## config.mk

```make
export PLATFORM = sky130hd
export DESIGN_NAME = seg_msg_scheduler
export DESIGN_NICKNAME = d
export VERILOG_FILES = /design/src/rtl/seg_msg_scheduler.sv
export SDC_FILE = /design/constraint.sdc
export NUM_CORES = 1
export LEC_CHECK = 0
export BUFFER_PORTS_ARGS = -buffer_cell sky130_fd_sc_hd__buf_2
export CAP_MARGIN = 5
export CORE_ASPECT_RATIO = 1.1
export CORE_MARGIN = 1
export CORE_UTILIZATION = 53
export CTS_BUF_LIST = sky130_fd_sc_hd__clkbuf_4 sky130_fd_sc_hd__clkbuf_8
export DETAILED_ROUTE_END_ITERATION = 6
export PLACE_DENSITY = 0.8
export SYNTH_ARGS = -nofsm -noshare
export SYNTH_HDL_FRONTEND = slang
export SYNTH_SLANG_ARGS = --single-unit
```

## constraint.sdc

```tcl
create_clock -name clk -period 2.7 [get_ports clk]
set_input_delay 0.81 -clock clk [delete_from_list [all_inputs] [get_ports clk]]
set_output_delay 0.81 -clock clk [all_outputs]
set_load 0.01 [all_outputs]
```

## src/rtl/seg_msg_scheduler.sv

```systemverilog
// seg_msg_scheduler: shares the 4-digit 7-segment display between three
// prioritised message requesters and a background value. A granted message
// is held for HOLD_CYCLES, followed by GAP_CYCLES of blank, then background.
// Optional build macro: SEG_MSG_BLINK_EN (requester 0 messages blink with
// half-period BLINK_HALF).
module seg_msg_scheduler #(
  parameter int unsigned HOLD_CYCLES = 100_000_000,
  parameter int unsigned GAP_CYCLES  = 10_000_000,
  parameter int unsigned BLINK_HALF  = 25_000_000
) (
  input  logic        clk,
  input  logic        reset_n,
  input  logic [15:0] base_data,
  input  logic [2:0]  req_valid,
  input  logic [47:0] req_data,
  output logic [2:0]  req_ready,
  output logic        busy,
  output logic [1:0]  active_id,
  output logic [15:0] seg_data
);

  localparam int unsigned HW = (HOLD_CYCLES > 1) ? $clog2(HOLD_CYCLES) : 1;
  localparam int unsigned GW = (GAP_CYCLES > 1) ? $clog2(GAP_CYCLES) : 1;
  localparam logic [HW-1:0] HOLD_LOAD = HW'(HOLD_CYCLES - 1);
  localparam logic [GW-1:0] GAP_LOAD  = GW'((GAP_CYCLES > 0) ? GAP_CYCLES - 1 : 0);

  typedef enum logic [1:0] {IDLE, SHOW, GAP} state_t;

  state_t        state, state_nx;
  logic [HW-1:0] hold_cnt, hold_nx;
  logic [GW-1:0] gap_cnt, gap_nx;
  logic [15:0]   msg_reg, msg_nx, seg_nx;
  logic [1:0]    id_nx;
  logic          xfer;
  logic [1:0]    xfer_id;
  logic [15:0]   xfer_word;
  logic [15:0]   idle_entry_word;

`ifdef SEG_MSG_BLINK_EN
  localparam int unsigned BW = (BLINK_HALF > 1) ? $clog2(BLINK_HALF) : 1;
  localparam logic [BW-1:0] BLINK_LOAD = BW'((BLINK_HALF > 0) ? BLINK_HALF - 1 : 0);
  logic [BW-1:0] blink_cnt, blink_cnt_nx;
  logic          blink_off, blink_off_nx;
`endif

  assign busy = (state != IDLE);

  // Grant: lowest asserted index while idle; only requester 0 may preempt a
  // lower-priority message during SHOW; nothing is granted in reset or GAP.
  always_comb begin
    req_ready = '0;
    if (reset_n) begin
      case (state)
        IDLE: begin
          if (req_valid[0])      req_ready = 3'b001;
          else if (req_valid[1]) req_ready = 3'b010;
          else if (req_valid[2]) req_ready = 3'b100;
        end
        SHOW: if (active_id != 2'd0 && req_valid[0]) req_ready = 3'b001;
        default: ;
      endcase
    end
  end

  // Decode the accepted requester and its message word.
  always_comb begin
    xfer    = |(req_valid & req_ready);
    xfer_id = 2'd2;
    if (req_ready[0])      xfer_id = 2'd0;
    else if (req_ready[1]) xfer_id = 2'd1;
    case (xfer_id)
      2'd0:    xfer_word = req_data[15:0];
      2'd1:    xfer_word = req_data[31:16];
      default: xfer_word = req_data[47:32];
    endcase
    // A request still pending when IDLE is re-entered is granted next cycle;
    // keeping the display blank for that cycle avoids a background flash.
    idle_entry_word = (|req_valid) ? '1 : base_data;
  end

  // Next-state and next-output computation.
  always_comb begin
    state_nx = state;
    hold_nx  = hold_cnt;
    gap_nx   = gap_cnt;
    msg_nx   = msg_reg;
    id_nx    = active_id;
    seg_nx   = seg_data;
`ifdef SEG_MSG_BLINK_EN
    blink_cnt_nx = blink_cnt;
    blink_off_nx = blink_off;
`endif
    if (xfer) begin
      // Fresh grant from IDLE or a preemption in SHOW: both restart the hold.
      state_nx = SHOW;
      msg_nx   = xfer_word;
      id_nx    = xfer_id;
      hold_nx  = HOLD_LOAD;
      seg_nx   = xfer_word;
`ifdef SEG_MSG_BLINK_EN
      blink_cnt_nx = BLINK_LOAD;
      blink_off_nx = 1'b0;
`endif
    end else begin
      case (state)
        IDLE: seg_nx = base_data;
        SHOW: begin
          if (hold_cnt == '0) begin
            id_nx = 2'd3;
            if (GAP_CYCLES > 0) begin
              state_nx = GAP;
              gap_nx   = GAP_LOAD;
              seg_nx   = '1;
            end else begin
              state_nx = IDLE;
              seg_nx   = idle_entry_word;
            end
          end else begin
            hold_nx = hold_cnt - 1'b1;
            seg_nx  = msg_reg;
`ifdef SEG_MSG_BLINK_EN
            if (blink_cnt == '0) begin
              blink_cnt_nx = BLINK_LOAD;
              blink_off_nx = ~blink_off;
            end else begin
              blink_cnt_nx = blink_cnt - 1'b1;
            end
            if (active_id == 2'd0 && blink_off_nx) seg_nx = '1;
`endif
          end
        end
        GAP: begin
          seg_nx = '1;
          if (gap_cnt == '0) begin
            state_nx = IDLE;
            seg_nx   = idle_entry_word;
          end else begin
            gap_nx = gap_cnt - 1'b1;
          end
        end
        default: state_nx = IDLE;
      endcase
    end
  end

  // State and output registers with asynchronous blanking reset.
  always_ff @(posedge clk or negedge reset_n) begin
    if (!reset_n) begin
      state     <= IDLE;
      hold_cnt  <= '0;
      gap_cnt   <= '0;
      msg_reg   <= '0;
      active_id <= 2'd3;
      seg_data  <= '1;
`ifdef SEG_MSG_BLINK_EN
      blink_cnt <= '0;
      blink_off <= 1'b0;
`endif
    end else begin
      state     <= state_nx;
      hold_cnt  <= hold_nx;
      gap_cnt   <= gap_nx;
      msg_reg   <= msg_nx;
      active_id <= id_nx;
      seg_data  <= seg_nx;
`ifdef SEG_MSG_BLINK_EN
      blink_cnt <= blink_cnt_nx;
      blink_off <= blink_off_nx;
`endif
    end
  end

endmodule

```

* Yosys cells after proc, flatten, opt, wreduce, memory -nomap -nowiden *
Cells that the tools add are included.
Widths: inputs -> output; s select.

word-level totals
  memory bits (writable) = 0
  output and inout port bits = 22
  word-level logic and storage cells = 63
  register bits = 87
  input bits = 69
  bits in latches = 0
  memories = 0
  bits in read-only memories = 0

operators by class
  $mul = 0
  reduce and logical (&&, ||, !) cells = 17
  shifts and indexed selects = 0
  magnitude comparators = 0
  add/subtract/negate cells = 2
  muxes and demuxes = 27
  eq/ne operators = 9
  bitwise logic cells = 2
  div/mod/pow operators = 0

operators with widths
  kind                   number
  $mux 27                3
  $mux 16                4
  $mux 24                2
  $pmux 16 s3            1
  $pmux 24 s2            1
  $pmux 16 s2            1
  $logic_not 27->1       1
  $sub 27x1->27 const B  1
  $logic_not 24->1       1
  $sub 24x1->24 const B  1
  $mux 2                 8
  $mux 3                 4
  $reduce_bool 2->1      5
  $ne 2x2->1 const B     4
  $ne 3x3->1 const B     2
  $pmux 2 s3             1
  $pmux 3 s2             1
  $reduce_or 3->1        2
  $eq 2x1->1 const B     2
  $logic_not 2->1        2
  $reduce_and 2->1       2
  $reduce_and 4->1       1
  $reduce_bool 4->1      1
  $and 3x3->3            1
  other kinds (5)        5

* Depth between registers and ports, before layout *
  word-level depth = 10
  mapped depth = 11
  gate-level depth less buffers = 7

* Least setup slack after synthesis *
OpenSTA, ideal clock, no wires.

  kind = register to register
  start point = reg hold_cnt[0]
  end point = reg gap_cnt[5]
  setup time = 0.134 ns
  path slack = 0.020 ns
  period minus slack after synthesis = 2.680 ns
  cell stages (with the launch flop) = 10
  buffers on the path = 2
  arrival time = 2.546 ns
  data required time = 2.566 ns
  path through = dfrtp_1 > inv_1 > ha_1 > or4b_2 > or4_4 > o21a_4 > buf_2 > buf_2 > o41ai_1 > nand3_1

between the ends
  cells in the longest elaborated chain, start to end = 3

RTL lines
  element                            RTL line  source
  start, declared                    30        logic [HW-1:0] hold_cnt, hold_nx;
  start signal, assigned             161       hold_cnt <= hold_nx;
  $logic_not 27->1                   108       if (hold_cnt == '0) begin
  $ne 2x2->1 (no source line)        --
  $reduce_and 4->1 (no source line)  --
  end signal, assigned               162       gap_cnt <= gap_nx;
  end, declared                      31        logic [GW-1:0] gap_cnt, gap_nx;

No other way between the ends.
A chain may end at the register's enable or synchronous reset.

* Worst setup path in the final report *
  start point = reg state[0]
  end point = out req_ready[0]

between the ends
  cells in the longest elaborated chain, start to end = 3
  elaborated cells between the ends (all ways) = 4
  classes of those cells = eq/ne: 1; mux: 2; reduce/logical: 1

RTL lines
  element                                               RTL line  source
  start, declared                                       29        state_t state, state_nx;
  start signal, assigned                                160       state <= state_nx;
  $eq 2x1->1 / $logic_not 2->1 (equally long branches)  53        case (state)
  $pmux 3 s2 *                                          53
  $mux 3 *                                              52        if (reset_n) begin
  end, declared                                         16        output logic [2:0] req_ready,

Every way passes the cells marked *; elsewhere a longest branch is shown, timed or not.

==> flow_summary.ini <==
[sta]
finalSetupViolCount = 0
fin_crit_sh_pct = 97.5
grt_setup_unrepaired = no
hold_viol_final = 0
tightest_slew_ns = 0.807
finClkSkew_ns = 0.00948
holdWs_ns = 0.264
fin_crit_ns = 2.63
fmax_mhz = 380
drv_slew = 0
final.setup.worst_slack_ns = 0.0684
fin_setup_tns_ns = 0
slew_headroom_pct = 46.2

[final_layout]
final_cells = 792
n_antenna_cell = 0
top_regs = hold_cnt x27, gap_cnt x24
largest_reg_flops = 27
areaGrowthSynthToFinish_pct = 20.3
layout.nets = 745
drive_above_1_share_pct = 32.0
top_register = hold_cnt

[critical_path]
cp-start-kind = flop
critical_path_class = flop to output port
crit_path_end_kind = output port
worst_ep_required_time_ns = 1.89
arrival_ns = 1.82
path_max_fanout = 18

[floorplanning]
die_w_um = 96.6
rows = 37
start_util_pct = 55.2
die_h_um = 106
coreArea_um2 = 9440
dieArea_um2 = 10200
io_pins = 91

[yosys]
synth_area_leaders = dfrtp_1 33%, dfstp_2 9.1%, o31ai_1 4.8%
yosysWarningCount = 0
synth_cell_types = 57
yosysMostFrequentCell = dfrtp_1
synth-seq-cells = 87
syn_nets = 639
syn-mean-instance-area_um2 = 9.25
synth-main-ff-cell = dfrtp_1
synth_top_area_cell = dfrtp_1
synth_common_cells = 69 x dfrtp_1, 38 x nand3_1, 37 x o21ai_0
syn_area_um2 = 5220
synthCells = 564
async_reset_ff_share_pct = 100
netlist.area_leader.share_pct = 33.1
ys_seq_area_share_pct = 42.2
synth_edf_count = 0

[min_path]
hp-class = input port to async pin

[grt]
grt_pass1_vias = 5065
grt_overflow = 0
grt_use_total_pct = 29.8
antenna_found_initial = 0
grt_max_degree = 64
grt_pass1_wl_um = 23700

[cts]
cts_hold_buf = 0
cts_root_buf = clkbuf_8
cts_tree = yes
insertion_delay_ns = 0.36
htree_num_levels = 3
cts-buffers-inserted = 9
clk_pin_slew_ns = 0.08
cts.sinks = 87
clockBufferDepth = 2

[routing]
top_layer = met4
drtPass1Iterations = 5
met2_length_um = 7390
viasPerCell = 6.49
num_vias = 5138
drtAntennaViolNets = 0
drt_iter0_drc = 368
wl_met3_um = 878
met1_length_um = 5940
drt_wl_total_um = 14500
drcViolationCount = 0
wl_per_cell_um = 18.3

[place]
dp_hpwl_um = 9820
place.gp.congestion = 0.839
place_inst = 770
numPortBuffers = 90
place_ws_ns = -0.0572

[pwr]
finalPower_mw = 2.32
peakVddDrop_v = 0.000206
pwr_density_cell_nw_per_um2 = 370
leakagePower_nw = 2.74

[flow_run]
max_cap_violations = 0

[outcome]
outcome = completed
## path summary, 6_finish.rpt
path / slack [ns] / from / end / cells past startpoint
max in group asynchronous: 1.02 / reset_n / hold_cnt[13] / 3
worst min-delay path: 0.26 / reset_n / msg_reg[5] / 1
worst max-delay path: 0.07 / state[0] / req_ready[0] / 6
worst max register to register: 0.09 / hold_cnt[13] / gap_cnt[17] / 5
min in group clk: 0.51 / msg_reg[1] / msg_reg[1] / 1
worst min register to register: 0.51 / msg_reg[1] / msg_reg[1] / 1
## stage by stage
step           util (%)  instance area [µm²]
6_report           66.5                 6280
5_1_grt            66.5                 6280
4_1_cts            66.0                 6230
3_5_place_dp       63.2                 5960
3_3_place_gp       63.2                 5960
2_1_floorplan         -                 5220
## final cells by class
type / count / area, µm²
repair buffers: 136 / 813
well taps: 117 / 146
multi-input cells: 423 / 2870
flip-flops and latches: 87 / 2200
fillers: 790 / 3170
inverters: 13 / 48.8
clock buffers: 16 / 195
## worst max-delay path, stage by stage (launching register included)
cell	delay (ns)
dfrtp_1	0.36
inv_1	0.08
ha_2	0.22
or3_4	0.35
buf_6	0.17
and2_4	0.16
buf_2	0.13
## timing repair
action                                  CTS  global route
endpoints found under the setup margin   12            18
cloned                                    3             0
buffers inserted                          2             1
gates resized for setup                  11            10
pin swaps                                 3             2
## power breakdown
group / internal [mW] / total, mW / switching, mW
Combinational: 0.0513 / 0.118 / 0.0671
Sequential: 1.30 / 1.30 / 0
Clock: 0.453 / 0.898 / 0.445
Total: 1.81 / 2.32 / 0.512
## placed cells by master, fill, tap and decap left out, types with 7 or more instances in the layout
master,Yosys,routed
xor2_1,9,9
dfstp_2,18,18
a21oi_1,18,17
inv_1,13,11
clkbuf_8,0,12
o31ai_1,33,33
or3_1,17,15
o21ai_0,37,36
mux2_2,17,17
nand3_1,38,37
nor2_1,21,21
a22oi_1,16,15
nand2_1,33,33
dfrtp_1,69,68
nor3_1,30,28
nor4_1,11,11
and3_1,16,16
buf_4,0,44
a221o_1,15,15
nand4_1,7,7
buf_2,8,89
or4_1,28,26
## cells by family after synthesis
family | synth area share [%]
AND/OR/NAND/NOR | 24.2
AO/OA/AOI/OAI | 21.1
flip-flops | 42.2
buffers and inverters | 4.44
multiplexers | 4.44
XOR/XNOR | 2.18
adder cells (fa/ha/maj) | 1.44
## routing by layer
metal,vias up,global-route usage [%]
li1,2389,-
met1,2515,38.6
met2,206,49.1
met3,28,4.65
met4,0,11.9
met5,-,0
Note: power is estimated with default switching activity, not from simulation.
